**src/rtl/dmem_port_ctrl.sv**
```systemverilog
// rtl/dmem_port_ctrl.sv - CPU/debug arbiter and byte-lane mapper for the data memory port
module dmem_port_ctrl #(
    parameter logic [31:0] BASE_ADDR  = 32'h10010000,
    parameter int          MEM_BYTES  = 1024,
    parameter int          CPU_STREAK = 4
) (
    input  logic        clk,
    input  logic        rst,
    input  logic        cpu_req,
    input  logic        cpu_we,
    input  logic [1:0]  cpu_size,
    input  logic        cpu_sext,
    input  logic [31:0] cpu_addr,
    input  logic [31:0] cpu_wdata,
    output logic        cpu_gnt,
    output logic        cpu_done,
    output logic        cpu_err,
    output logic [31:0] cpu_rdata,
    input  logic        dbg_req,
    input  logic        dbg_we,
    input  logic [31:0] dbg_addr,
    input  logic [31:0] dbg_wdata,
    output logic        dbg_gnt,
    output logic        dbg_done,
    output logic        dbg_err,
    output logic [31:0] dbg_rdata,
    output logic        dm_ena,
    output logic        dm_wena,
    output logic        dm_rena,
    output logic [3:0]  dm_wflag,
    output logic [31:0] dm_addr,
    output logic [31:0] dm_wdata,
    input  logic [31:0] dm_rdata
);

    localparam int SW = $clog2(CPU_STREAK + 1);

    logic [SW-1:0] streak;
    logic          sel_we;
    logic [1:0]    sel_size;
    logic          sel_sext;
    logic [31:0]   sel_addr;
    logic [31:0]   sel_wdata;
    logic [31:0]   off;
    logic          bad;
    logic          ok;
    logic [7:0]    rbyte;
    logic [15:0]   rhalf;
    logic [31:0]   ld_data;

    // Grants are withheld during reset so nothing reaches the memory or the done path.
    always_comb begin
        cpu_gnt = 1'b0;
        dbg_gnt = 1'b0;
        if (!rst) begin
            cpu_gnt = cpu_req && !(dbg_req && streak == SW'(CPU_STREAK));
            dbg_gnt = dbg_req && !cpu_gnt;
        end
    end

    always_comb begin
        sel_we    = cpu_we;
        sel_size  = cpu_size;
        sel_sext  = cpu_sext;
        sel_addr  = cpu_addr;
        sel_wdata = cpu_wdata;
        if (dbg_gnt) begin
            sel_we    = dbg_we;
            sel_size  = 2'b10;
            sel_sext  = 1'b0;
            sel_addr  = dbg_addr;
            sel_wdata = dbg_wdata;
        end
        off = sel_addr - BASE_ADDR;
        bad = (off >= 32'(MEM_BYTES)) || (sel_size == 2'b11) ||
              (sel_size == 2'b01 && sel_addr[0]) ||
              (sel_size == 2'b10 && sel_addr[1:0] != 2'b00);
        ok  = (cpu_gnt || dbg_gnt) && !bad;
    end

    always_comb begin
        dm_ena   = 1'b0;
        dm_wena  = 1'b0;
        dm_rena  = 1'b0;
        dm_wflag = 4'b0000;
        dm_addr  = 32'h0;
        dm_wdata = 32'h0;
        if (ok) begin
            dm_ena  = 1'b1;
            dm_addr = {sel_addr[31:2], 2'b00};
            if (sel_we) begin
                dm_wena = 1'b1;
                case (sel_size)
                    2'b00: begin
                        dm_wflag = 4'b0001 << sel_addr[1:0];
                        dm_wdata = {4{sel_wdata[7:0]}};
                    end
                    2'b01: begin
                        dm_wflag = 4'b0011 << sel_addr[1:0];
                        dm_wdata = {2{sel_wdata[15:0]}};
                    end
                    default: begin
                        dm_wflag = 4'b1111;
                        dm_wdata = sel_wdata;
                    end
                endcase
            end else begin
                dm_rena = 1'b1;
            end
        end
    end

    always_comb begin
        case (sel_addr[1:0])
            2'd0:    rbyte = dm_rdata[7:0];
            2'd1:    rbyte = dm_rdata[15:8];
            2'd2:    rbyte = dm_rdata[23:16];
            default: rbyte = dm_rdata[31:24];
        endcase
        rhalf = sel_addr[1] ? dm_rdata[31:16] : dm_rdata[15:0];
        case (sel_size)
            2'b00:   ld_data = sel_sext ? {{24{rbyte[7]}}, rbyte} : {24'h0, rbyte};
            2'b01:   ld_data = sel_sext ? {{16{rhalf[15]}}, rhalf} : {16'h0, rhalf};
            default: ld_data = dm_rdata;
        endcase
    end

    always_ff @(posedge clk) begin
        if (rst) begin
            streak    <= '0;
            cpu_done  <= 1'b0;
            cpu_err   <= 1'b0;
            cpu_rdata <= 32'h0;
            dbg_done  <= 1'b0;
            dbg_err   <= 1'b0;
            dbg_rdata <= 32'h0;
        end else begin
            cpu_done <= cpu_gnt;
            cpu_err  <= cpu_gnt && bad;
            dbg_done <= dbg_gnt;
            dbg_err  <= dbg_gnt && bad;
            if (cpu_gnt)
                cpu_rdata <= (ok && !sel_we) ? ld_data : 32'h0;
            if (dbg_gnt)
                dbg_rdata <= (ok && !sel_we) ? dm_rdata : 32'h0;
            // Streak counts CPU wins only while the debug port is actually waiting.
            if (dbg_gnt || !dbg_req)
                streak <= '0;
            else if (cpu_gnt && streak != SW'(CPU_STREAK))
                streak <= streak + 1'b1;
        end
    end

endmodule

```
**config.mk**
```make
export PLATFORM = sky130hd
export DESIGN_NAME = dmem_port_ctrl
export DESIGN_NICKNAME = d
export VERILOG_FILES = /design/src/rtl/dmem_port_ctrl.sv
export SDC_FILE = /design/constraint.sdc
export NUM_CORES = 1
export LEC_CHECK = 0
export CAP_MARGIN = 20
export CORE_AREA = 3 3 121 123
export CTS_CLUSTER_SIZE = 28
export DETAILED_ROUTE_END_ITERATION = 12
export DIE_AREA = 0 0 124 126
export HOLD_SLACK_MARGIN = 0.12
export PLACE_DENSITY = 0.76
export SKIP_CTS_REPAIR_TIMING = 1
export SYNTH_ARGS = -nofsm -noshare
export SYNTH_HDL_FRONTEND = slang
export SYNTH_SLANG_ARGS = --single-unit
```
**constraint.sdc**
```tcl
create_clock -name clk -period 5.15 [get_ports clk]
set_input_delay 1.03 -clock clk [delete_from_list [all_inputs] [get_ports clk]]
set_output_delay 1.03 -clock clk [all_outputs]
set_load 0.01 [all_outputs]
```
Yosys cells after proc, flatten, opt, wreduce, memory -nomap -nowiden --
Index checks and enable logic that the tools add are counted.
Cells by class: $add $sub $neg 2, order comparisons 1, equality and inequality tests 7, shift-type cells 2, multiplexer cells 26, reductions and logical operators 24
Operator list (count):
- 2-to-1 mux 32 bit | 9
- case mux 32 bit (2 select lines) | 2
- greater-or-equal comparator 32 x 11 -> 1 bit, second input constant | 1
- subtractor 32 x 29 -> 32 bit, second input constant | 1
- case mux 8 bit (3 select lines) | 1
- 2-to-1 mux 16 bit | 1
- logical AND 1 bit | 10
- 2-to-1 mux 1 bit | 9
- 2-to-1 mux 4 bit | 2
- case mux 4 bit (2 select lines) | 1
- equality test 2 bit, second input constant | 3
- zero test 1 bit | 5
- logical OR 1 bit | 5
- equality test 2 x 1 -> 1 bit, second input constant | 2
- zero test 2 bit | 2
- << shifter 1 x 2 -> 4 bit, first input constant | 1
- << shifter 2 x 2 -> 4 bit, first input constant | 1
- adder 3 x 1 -> 3 bit, second input constant | 1
- equality test 3 bit, second input constant | 1
- inequality test 3 bit, second input constant | 1
- 2-to-1 mux 2 bit | 1
- nonzero test 2 bit | 1
- OR reduction 2 bit | 1
Storage, ports and cells: register bits after elaboration 71, input port bits 169, output and inout port bits 141, logic and storage cells 69

Logic depth before layout (Yosys ltp) --
Gate-level depths: netlist of run 1.
depth in word-level cells 17, depth in mapped cells 12, depth with buffers taken out 10

Worst setup path before layout of run 1 --
OpenSTA, ideal clock, no wires.
kind input-to-output, from in cpu_addr[23], to out dm_wdata[11], data arrival time 3823 ps, data required time 4120 ps, setup slack 297 ps, cell stages on the path 9, path buffers 2, path through or4_1 -> or4_4 -> nor3_1 -> nor4_1 -> or4_4 -> or3_1 -> buf_6 -> buf_6 -> a311oi_1
Between the ends: word-level cells in the longest chain between the ends 9
RTL lines:
- start: declaration | RTL line 13 | input logic [31:0] cpu_addr,
- 2-to-1 mux 32 bit | RTL line 67 | if (dbg_gnt) begin
- subtractor 32 x 29 -> 32 bit | RTL line 74 | off = sel_addr - BASE_ADDR;
- greater-or-equal comparator 32 x 11 -> 1 bit | RTL line 75 | bad = (off >= 32'(MEM_BYTES)) || (sel_size == 2'b11) ||
- logical OR 1 bit (2 in a row) | RTL line 75
- logical OR 1 bit | RTL line 76 | (sel_size == 2'b01 && sel_addr[0]) ||
- zero test 1 bit | RTL line 78 | ok = (cpu_gnt || dbg_gnt) && !bad;
- logical AND 1 bit | RTL line 78
- 2-to-1 mux 32 bit | RTL line 88 | if (ok) begin
- end: declaration | RTL line 32 | output logic [31:0] dm_wdata,
Every way passes these cells.

Worst setup path after layout of run 1 --
from in dbg_addr[23], to out dm_wdata[14]
Between the ends: word-level cells in the longest chain between the ends 9
RTL lines:
- start: declaration | RTL line 21 | input logic [31:0] dbg_addr,
- 2-to-1 mux 32 bit | RTL line 67
- subtractor 32 x 29 -> 32 bit | RTL line 74
- greater-or-equal comparator 32 x 11 -> 1 bit | RTL line 75
- logical OR 1 bit (2 in a row) | RTL line 75
- logical OR 1 bit | RTL line 76
- zero test 1 bit | RTL line 78
- logical AND 1 bit | RTL line 78
- 2-to-1 mux 32 bit | RTL line 88
Every way passes these cells.

==> results of run 1 <==
-- layout make-up --
| cell class | count | area (um^2) |
|---|---|---|
| inverters | 14 | 52.6 |
| repair buffers | 342 | 3270 |
| fillers | 1277 | 5470 |
| clock buffers | 11 | 253 |
| well taps | 180 | 225 |
| multi-input cells | 497 | 2970 |
| clock inverters | 5 | 104 |
| flip-flops and latches | 71 | 1420 |
-- state kept, by name, summed over array words and instances, names as in the netlist --
| signal | flops |
|---|---|
| dbg_rdata | 32 |
| dbg_done | 1 |
| cpu_rdata | 32 |
| streak | 3 |
| dbg_err | 1 |
| cpu_done | 1 |
| cpu_err | 1 |
-- how the worst max path moves through the flow --
| stage | end | slack [ns] | cells after the start |
|---|---|---|---|
| 6_report | dm_wdata[14] | -0.09 | 10 |
| 5_1_grt | dm_wdata[14] | -0.23 | 10 |
| 4_1_cts | dm_wdata[8] | -0.77 | 10 |
| 3_5_place_dp | dm_wdata[8] | -0.77 | 10 |
| 3_3_place_gp | dm_wdata[27] | -0.63 | 10 |
| 2_1_floorplan | dm_wdata[11] | 0.30 | 9 |
-- layout by cell type, fill, tap and decap left out, types with 5 or more instances in the layout --
cell	synthesis	routed
clkdlybuf4s50_1	0	234
nand2_1	120	119
dfxtp_1	71	71
a21oi_1	68	64
buf_4	22	50
o21ai_0	45	45
nor2_1	47	43
a22o_1	32	32
dlymetal6s2s_1	0	23
conb_1	1	22
buf_2	4	20
inv_1	14	14
a32oi_1	14	14
nand2b_1	13	13
nor3_1	14	12
nor4_1	13	12
clkbuf_16	0	11
mux2i_1	10	10
a311oi_1	14	10
nand3_1	9	9
a21boi_0	10	9
clkbuf_2	0	7
o311a_1	5	5
a211oi_2	0	5
a311oi_2	1	5
-- per-layer routing --
layer / global-route usage [%] / vias to the layer above
li1: - / 2861
met1: 33.7 / 2830
met2: 40.1 / 308
met3: 6.56 / 36
met4: 6.83 / 0
met5: 0 / -
-- worst max-delay path: stages --
cell and delay [ns]:
clkdlybuf4s50_1 0.43, nor4_1 0.47, nand3_1 0.22, nor4_2 0.33, nor4_1 0.12, or4_4 0.55, or3_4 0.42, clkbuf_16 0.20
a311oi_2 0.24, buf_2 0.18
-- per-stage QoR --
stage / power, uW / worst slack (ns)
finish: 1650 / -0.0874
CTS: 1640 / -0.771
floorplan: 711 / 0.297
detailed placement: 912 / -0.767
global placement: 910 / -0.629
global route: 1710 / -0.226
-- power by group --
group	switching (uW)	internal (uW)	total, uW	leakage (uW)
Combinational	178	185	363	0.00290
Sequential	0.664	551	552	0.000573
Clock	236	499	736	0.000176
-- cells by family (layout without fill, tap and decap cells) --
kind of cell               Yosys count  count (layout)  share of synthesized area (%)
other                                1              22                         0.0821
and+or+nand+nor                    246             246                           24.7
muxes                               10              10                           2.19
DFF                                 71              71                           31.1
adders and majority gates            2               2                          0.548
buffers and inverters               82             372                           9.15
AOI/OAI and AO/OA                  217             217                           32.2
==> reports/qor.yml, run 1 <==
ir_drop_mv: 0.176
io_pins: 310
antenna_found_initial: 0
start_kind: "input pin"
outcome: "complete, but fails checks"
tightest_slew_ns: 0.792
place_area_um2: 7780
netlist_instances: 629
fmax_ghz: 0.191
power_density_nw_per_um2: 199
tns_ns: -0.361
gr-total-overflow: 0
viasPerCell: 5.39
worst-r2r-setup-slack_ns: 2.13
layout-drive-gt1-share_pct: 14.4
h-tree-depth: 3
drc_errors: 0
ys.flop_type: "dfxtp_1"
routedWlPerCell_um: 19.4
synth-edff-count: 0
r2r_cells: 12
hold_class: "flop to flop"
final_area_um2: 8300
ys_seq_area_share_pct: 31.1
cts_root_buffer: "clkbuf_16"
synth_common_cells: "nand2_1 (120), dfxtp_1 (71), a21oi_1 (68)"
leakage_uw: 0.00365
violations: "setup timing"
rows: 43
dr.max_layer_used: "met4"
die_w_um: 124
synth_cell_types: 52
skew_ns: 0.00756
yosys-top-cells-area: "dfxtp_1 (31%), nand2_1 (9.9%), a21oi_1 (7.5%), a22o_1 (6.1%), o21ai_0 (4.9%)"
report.final.slew_viol_count: 0
netlist_area_um2: 4570
detail-route-antenna-nets: 0
finish.utilization_pct: 60.3
place.gp.congestion: 0.925
r2r_start: "streak[0]"
worstReg2RegEnd: "dbg_rdata[5]"
dieArea_um2: 15600
hp-start: "streak[0]"
via_count: 6035
port_buffers: 287
worstHoldEndpoint: "streak[0]"
dp.cells: 1099
met2_length_mm: 10.1
areaGrowthSynthToFinish_pct: 81.8
clk_path_buf_depth: 2
rsz0062_at_grt: "true"
yosysMostFrequentCell: "nand2_1"
first_iter_violations: 576
first_pass_iters: 7
cts.sinks: 71
hpwlAfterDp_mm: 16.3
async_reset_ff_share_pct: 0
start_util_pct: 33.2
numCtsBuffers: 9
hold_depth: 1
finalSetupViolCount: 14
instances_no_fill: 1120
timing.final.ws_setup_ns: -0.0874
slew_headroom_pct: 46.7
wl_mm: 21.7
crit_type: "input pin to output port"
hold_viol_final: 0
antenna_cells: 0
dr_wl_met3_mm: 2.00
grt_pass1_vias: 5411
worstSkewPairLatency_ns: 0.33
crit_arrival_ns: 4.21
cts_tree: "yes"
core-area_um2: 13800
end_kind: "output port"
yosysWarnings: 0
grt_pass1_wl_mm: 30.8
post-route-period-util_pct: 102
die_h_um: 126
ys_seq_elements: 71
wl_met1_mm: 9.11
layout.nets: 1106
maxCapViolCount: 0
crit_fanout: 7
post-route-min-period_ns: 5.24
grt_usage_pct: 25.2
crit_start: "dbg_addr[23]"
synth.avg_cell_area_um2: 7.26
clk_pin_slew_ns: 0.05
synth_top_cell_area_share_pct: 31.1
whs_ns: 0.451
yosysTopAreaCell: "dfxtp_1"
worst_ep_required_time_ns: 4.12
grt_start_max_net_pins: 54
Power figures use the tool's default switching activity.
==> run 2: changes to the inputs <==
Settings changed: CAP_MARGIN 20 to default, CELL_PAD_IN_SITES_DETAIL_PLACEMENT from default to 0, CELL_PAD_IN_SITES_GLOBAL_PLACEMENT from default to 1, CORE_AREA 3 3 121 123 to 3 3 142 144, DIE_AREA 0 0 124 126 to 0 0 145 147, PLACE_DENSITY 0.76 to default, PLACE_DENSITY_LB_ADDON from default to 0.1.
==> reports/qor.yml, run 2 (same netlist as run 1, synthesis figures left out) <==
hold_class: "flop to flop"
grt_pass1_wl_mm: 34.9  # +13%
report.final.slew_viol_count: 0  # unchanged
finish.utilization_pct: 44.4  # -16 points
hpwlAfterDp_mm: 18.5  # +13%
detail-route-antenna-nets: 0  # unchanged
crit_arrival_ns: 4.09  # -0.12 ns
crit_start: "cpu_addr[19]"
largestRegisters: "cpu_rdata: 32 flops, dbg_rdata: 32 flops, streak: 3 flops"
layout.nets: 1101  # -0.45%
wl_mm: 23.5  # +8.3%
antenna_found_initial: 1  # +1
worst-r2r-setup-slack_ns: 1.86  # -0.27 ns
ir_drop_mv: 0.190  # +7.9%
rsz0062_at_grt: "true"
antenna_cells: 0  # unchanged
post-route-period-util_pct: 99.4  # -2.3 points
numCtsBuffers: 9  # unchanged
endpoint: "dm_wdata[4]"
start_kind: "input pin"
tns_ns: 0  # +0.361 ns
r2r_cells: 12  # unchanged
drc_errors: 0  # unchanged
instances_no_fill: 1195  # +6.7%
port_buffers: 287  # unchanged
post-route-min-period_ns: 5.12  # -0.117 ns
clk_path_buf_depth: 2  # unchanged
via_count: 5896  # -2.3%
die_w_um: 145  # +17%
final_cell_mix: "clkdlybuf4s50_1 (234), nand2_1 (119), dfxtp_1 (71)"
place.gp.congestion: 0.857  # -7.4%
tightest_slew_ns: 1.09  # +0.302 ns
power_density_nw_per_um2: 195  # -2.1%
hold_viol_final: 0  # unchanged
leakage_uw: 0.00348  # -4.7%
cts.sinks: 71  # unchanged
layout_commonest_cell: "clkdlybuf4s50_1"
worstReg2RegEnd: "cpu_rdata[18]"
start_util_pct: 24.3  # -8.9 points
viasPerCell: 4.93  # -8.4%
clk_pin_slew_ns: 0.06  # about the same
r2r_start: "streak[0]"
worstSkewPairLatency_ns: 0.33  # about the same
first_iter_violations: 269  # -53%
crit_type: "input pin to output port"
cts_root_buffer: "clkbuf_16"
dieArea_um2: 21300  # +36%
dp.cells: 1176  # +7.0%
outcome: "completed"
pre_cts_ws_ns: -0.801  # -0.0331 ns
first_pass_iters: 5  # -2
final_area_um2: 8350  # +0.60%
grt_start_max_net_pins: 42  # -22%
finalSetupViolCount: 0  # -14
maxCapViolCount: 0  # unchanged
worst_ep_required_time_ns: 4.12  # about the same
slew_headroom_pct: 27.1  # -20 points
end_kind: "output port"
cts_tree: "yes"
place_area_um2: 7860  # +1.0%
timing.final.ws_setup_ns: 0.0292  # +0.117 ns
core-area_um2: 18800  # +37%
areaGrowthSynthToFinish_pct: 82.9
h-tree-depth: 3  # unchanged
die_h_um: 147  # +17%
layout-drive-gt1-share_pct: 15.8  # +1.5 points
gr-total-overflow: 0  # unchanged
fmax_ghz: 0.195  # +2.3%
grt_pass1_vias: 5762  # +6.5%
rows: 50  # +16%
routedWlPerCell_um: 19.7  # +1.5%
io_pins: 310  # unchanged
grt_usage_pct: 20.5  # -4.7 points
skew_ns: 0.00495  # -0.00262 ns
crit_fanout: 8  # +1
## run 2: per-stage QoR
stage | power [uW] | hold slack (ns)
2_1_floorplan | 711 | 0.425
3_3_place_gp | 913 | 0.432
3_5_place_dp | 917 | 0.445
4_1_cts | 1630 | 0.462
5_1_grt | 1690 | 0.481
6_report | 1630 | 0.455
## run 2: report_power, final
group	internal (uW)	leakage, uW	switching, uW
Sequential	551	0.000573	0.703
Combinational	183	0.00274	182
Clock	465	0.000165	244
Total	1200	0.00348	426
## run 2: how the worst min path moves through the flow
stage | start | to | slack, ns | cells past startpoint
6_report | cpu_rdata[30] | cpu_rdata[30] | 0.46 | 2
5_1_grt | streak[0] | streak[0] | 0.48 | 1
4_1_cts | streak[0] | streak[0] | 0.46 | 1
3_5_place_dp | cpu_rdata[4] | cpu_rdata[4] | 0.45 | 2
3_3_place_gp | streak[0] | streak[0] | 0.43 | 1
2_1_floorplan | streak[0] | streak[0] | 0.42 | 1
## run 2: layer usage
layer,wire (um),up-vias,share of wire (%),GRT usage [%]
met1,10100,2796,43,25.6
met2,11600,228,50,36.5
met4,203,2,0.86,2.47
li1,-,2855,-,-
met5,12,-,0.051,0
met3,1490,15,6.4,5.46
## run 2: critical path: stages
cell      delay (ns)
clkbuf_2        0.08
or4_4           0.53
or4_4           0.57
nor4_4          0.30
nor2_1          0.08
or4_4           0.52
or3_4           0.41
buf_12          0.17
buf_12          0.15
a21oi_2         0.11
buf_2           0.14
## run 2: layout make-up
type                            count  area, um^2
Clock buffer                       12         267
Clock inverter                      4        76.3
Timing Repair Buffer              337        3190
Tap cell                          260         325
Fill cell                        1878       10500
Multi-Input combinational cell    497        3020
Sequential cell                    71        1420
Inverter                           14        52.6
==> run 3: changes to the inputs <==
Settings changed: CORE_AREA 3 3 142 144 to 3 3 152 154, CTS_CLUSTER_SIZE 28 to default, DIE_AREA 0 0 145 147 to 0 0 155 157.
Clock period 5.15 ns to 4.35 ns, I/O delays scaled along.
==> reports/qor.yml, run 3 (same netlist as run 1, synthesis figures left out) <==
crit_fanout: 8  # unchanged
die_w_um: 155  # +6.9%
rows: 54  # +8.0%
seq_area_um2: 1420  # unchanged
cts_root_buffer: "clkbuf_16"
wl_met1_mm: 10.2  # +0.43%
gr-total-overflow: 0  # unchanged
worst-r2r-setup-slack_ns: 0.92  # -0.94 ns
worstHoldEndpoint: "cpu_rdata[5]"
hpwlAfterDp_mm: 19.4  # +5.1%
cts.sinks: 71  # unchanged
die_h_um: 157  # +6.8%
start_util_pct: 20.9  # -3.3 points
maxCapViolCount: 0  # unchanged
multiInputGateArea_um2: 3210  # +6.3%
layout.nets: 1149  # +4.4%
rsz0062_at_grt: "true"
hold_viol_final: 0  # unchanged
dp.cells: 1231  # +4.7%
first_pass_iters: 5  # unchanged
grt_pass1_wl_mm: 36.4  # +4.5%
grt_usage_pct: 19.1  # -1.4 points
layout-drive-gt1-share_pct: 22.8  # +7.0 points
crit_arrival_ns: 3.99  # -0.10 ns
wl_mm: 24.9  # +6.0%
instances_no_fill: 1264  # +5.8%
hp-start: "cpu_rdata[5]"
areaGrowthSynthToFinish_pct: 93.0
tightest_slew_ns: 1.17  # +0.0721 ns
fillCellCount: 2243  # +19%
met2_length_mm: 12.4  # +6.4%
place_area_um2: 8400  # +6.8%
post-route-min-period_ns: 4.86
dr_wl_met3_mm: 1.86  # +24%
h-tree-depth: 3  # unchanged
hold_class: "flop to flop"
numCtsBuffers: 9  # unchanged
largestRegisters: "cpu_rdata: 32 flops, dbg_rdata: 32 flops, streak: 3 flops"
cpMaxStageDelayCell: "or4_4"
pre_cts_ws_ns: -1.25  # -0.454 ns
routedWlPerCell_um: 19.7  # +0.18%
grt_pass1_vias: 6149  # +6.7%
clk_pin_slew_ns: 0.05  # about the same
outcome: "complete, but fails checks"
first_iter_violations: 259  # -3.7%
place.gp.congestion: 0.870  # +1.6%
hold_depth: 2  # unchanged
start_kind: "input pin"
clk_path_buf_depth: 2  # unchanged
r2r_cells: 13  # +1
layout_commonest_cell: "clkdlybuf4s50_1"
port_buffers: 287  # unchanged
critPathMostFrequentCell: "or4_4"
final_cell_mix: "clkdlybuf4s50_1 (232), nand2_1 (119), buf_4 (87)"
skew_ns: 0.00485  # -0.0000995 ns
worstReg2RegEnd: "cpu_rdata[27]"
violations: "setup timing"
core-area_um2: 21800  # +16%
slowest_delay_ns: 0.53  # -0.04 ns
leakage_uw: 0.00353  # +1.6%
fmax_ghz: 0.206
viasPerCell: 4.83  # -2.2%
timing.final.ws_setup_ns: -0.512  # -0.541 ns
tns_ns: -17.54  # -17.54 ns
crit_chain: "clkbuf_2, or4_4, or4_4, nor4_4, nor2_1, or4_4, or3_4, buf_12, clkbuf_16, buf_6, a211oi_2, buf_2"
ir_drop_mv: 0.168  # -11%
finalSetupViolCount: 49  # +49
crit_type: "input pin to output port"
dieArea_um2: 24300  # +14%
r2r_start: "streak[0]"
report.final.slew_viol_count: 0  # unchanged
end_kind: "output port"
drc_errors: 0  # unchanged
whs_ns: 0.458  # +0.00263 ns
dr.max_layer_used: "met4"
cts_tree: "yes"
worstSkewPairLatency_ns: 0.34  # about the same
final_area_um2: 8810  # +5.5%
slew_headroom_pct: 22.3  # -4.8 points
worst_ep_required_time_ns: 3.48  # -0.64 ns
grt_start_max_net_pins: 38  # -9.5%
power_density_nw_per_um2: 204  # +5.0%
detail-route-antenna-nets: 0  # unchanged
io_pins: 310  # unchanged
post-route-period-util_pct: 112
antenna_found_initial: 1  # unchanged
via_count: 6101  # +3.5%
==> run 3: how the worst max path moves through the flow <==
stage / to / from / cells past startpoint / slack [ns]
2_1_floorplan: dm_wdata[11] / cpu_addr[23] / 9 / -0.10
6_report: dm_wdata[18] / cpu_addr[17] / 12 / -0.51
3_3_place_gp: dm_wdata[15] / cpu_addr[23] / 11 / -1.20
3_5_place_dp: dm_wdata[30] / cpu_addr[23] / 10 / -1.25
4_1_cts: dm_wdata[30] / cpu_addr[23] / 10 / -1.26
5_1_grt: dm_wdata[12] / cpu_addr[17] / 11 / -0.61
==> run 3: metal layers <==
layer | vias up | GRT usage, %
met5 | - | 0
met4 | 0 | 4.50
met2 | 272 | 34.5
met3 | 24 | 4.73
met1 | 2855 | 22.8
li1 | 2950 | -
==> run 3: power breakdown <==
part,internal (uW),total [uW],switching [uW]
Combinational,235,470,235
Sequential,653,653,0.726
Clock,401,677,276
==> run 3: through the flow <==
step / util (%) / power (uW)
4_1_cts: 39.7 / 1820
5_1_grt: 40.4 / 1890
6_report: 40.4 / 1800
3_5_place_dp: 38.5 / 1130
2_1_floorplan: - / 853
3_3_place_gp: 38.5 / 1130
==> run 3: area by class of cell <==
type	instances	area share (%)
antenna	1	0.0284
clock buffer	13	2.84
clock inverter	3	0.213
inverter	14	0.596
multi-input combinational	498	36.4
sequential	71	16.1
tap	280	3.98
timing repair buffer	384	39.8
==> run 3: worst max-delay path: cells and delay by family <==
family	cells	cell delay (ns)
AND/OR/NAND/NOR	6	2.32
buffers and inverters	5	0.66
AO/OA/AOI/OAI	1	0.13
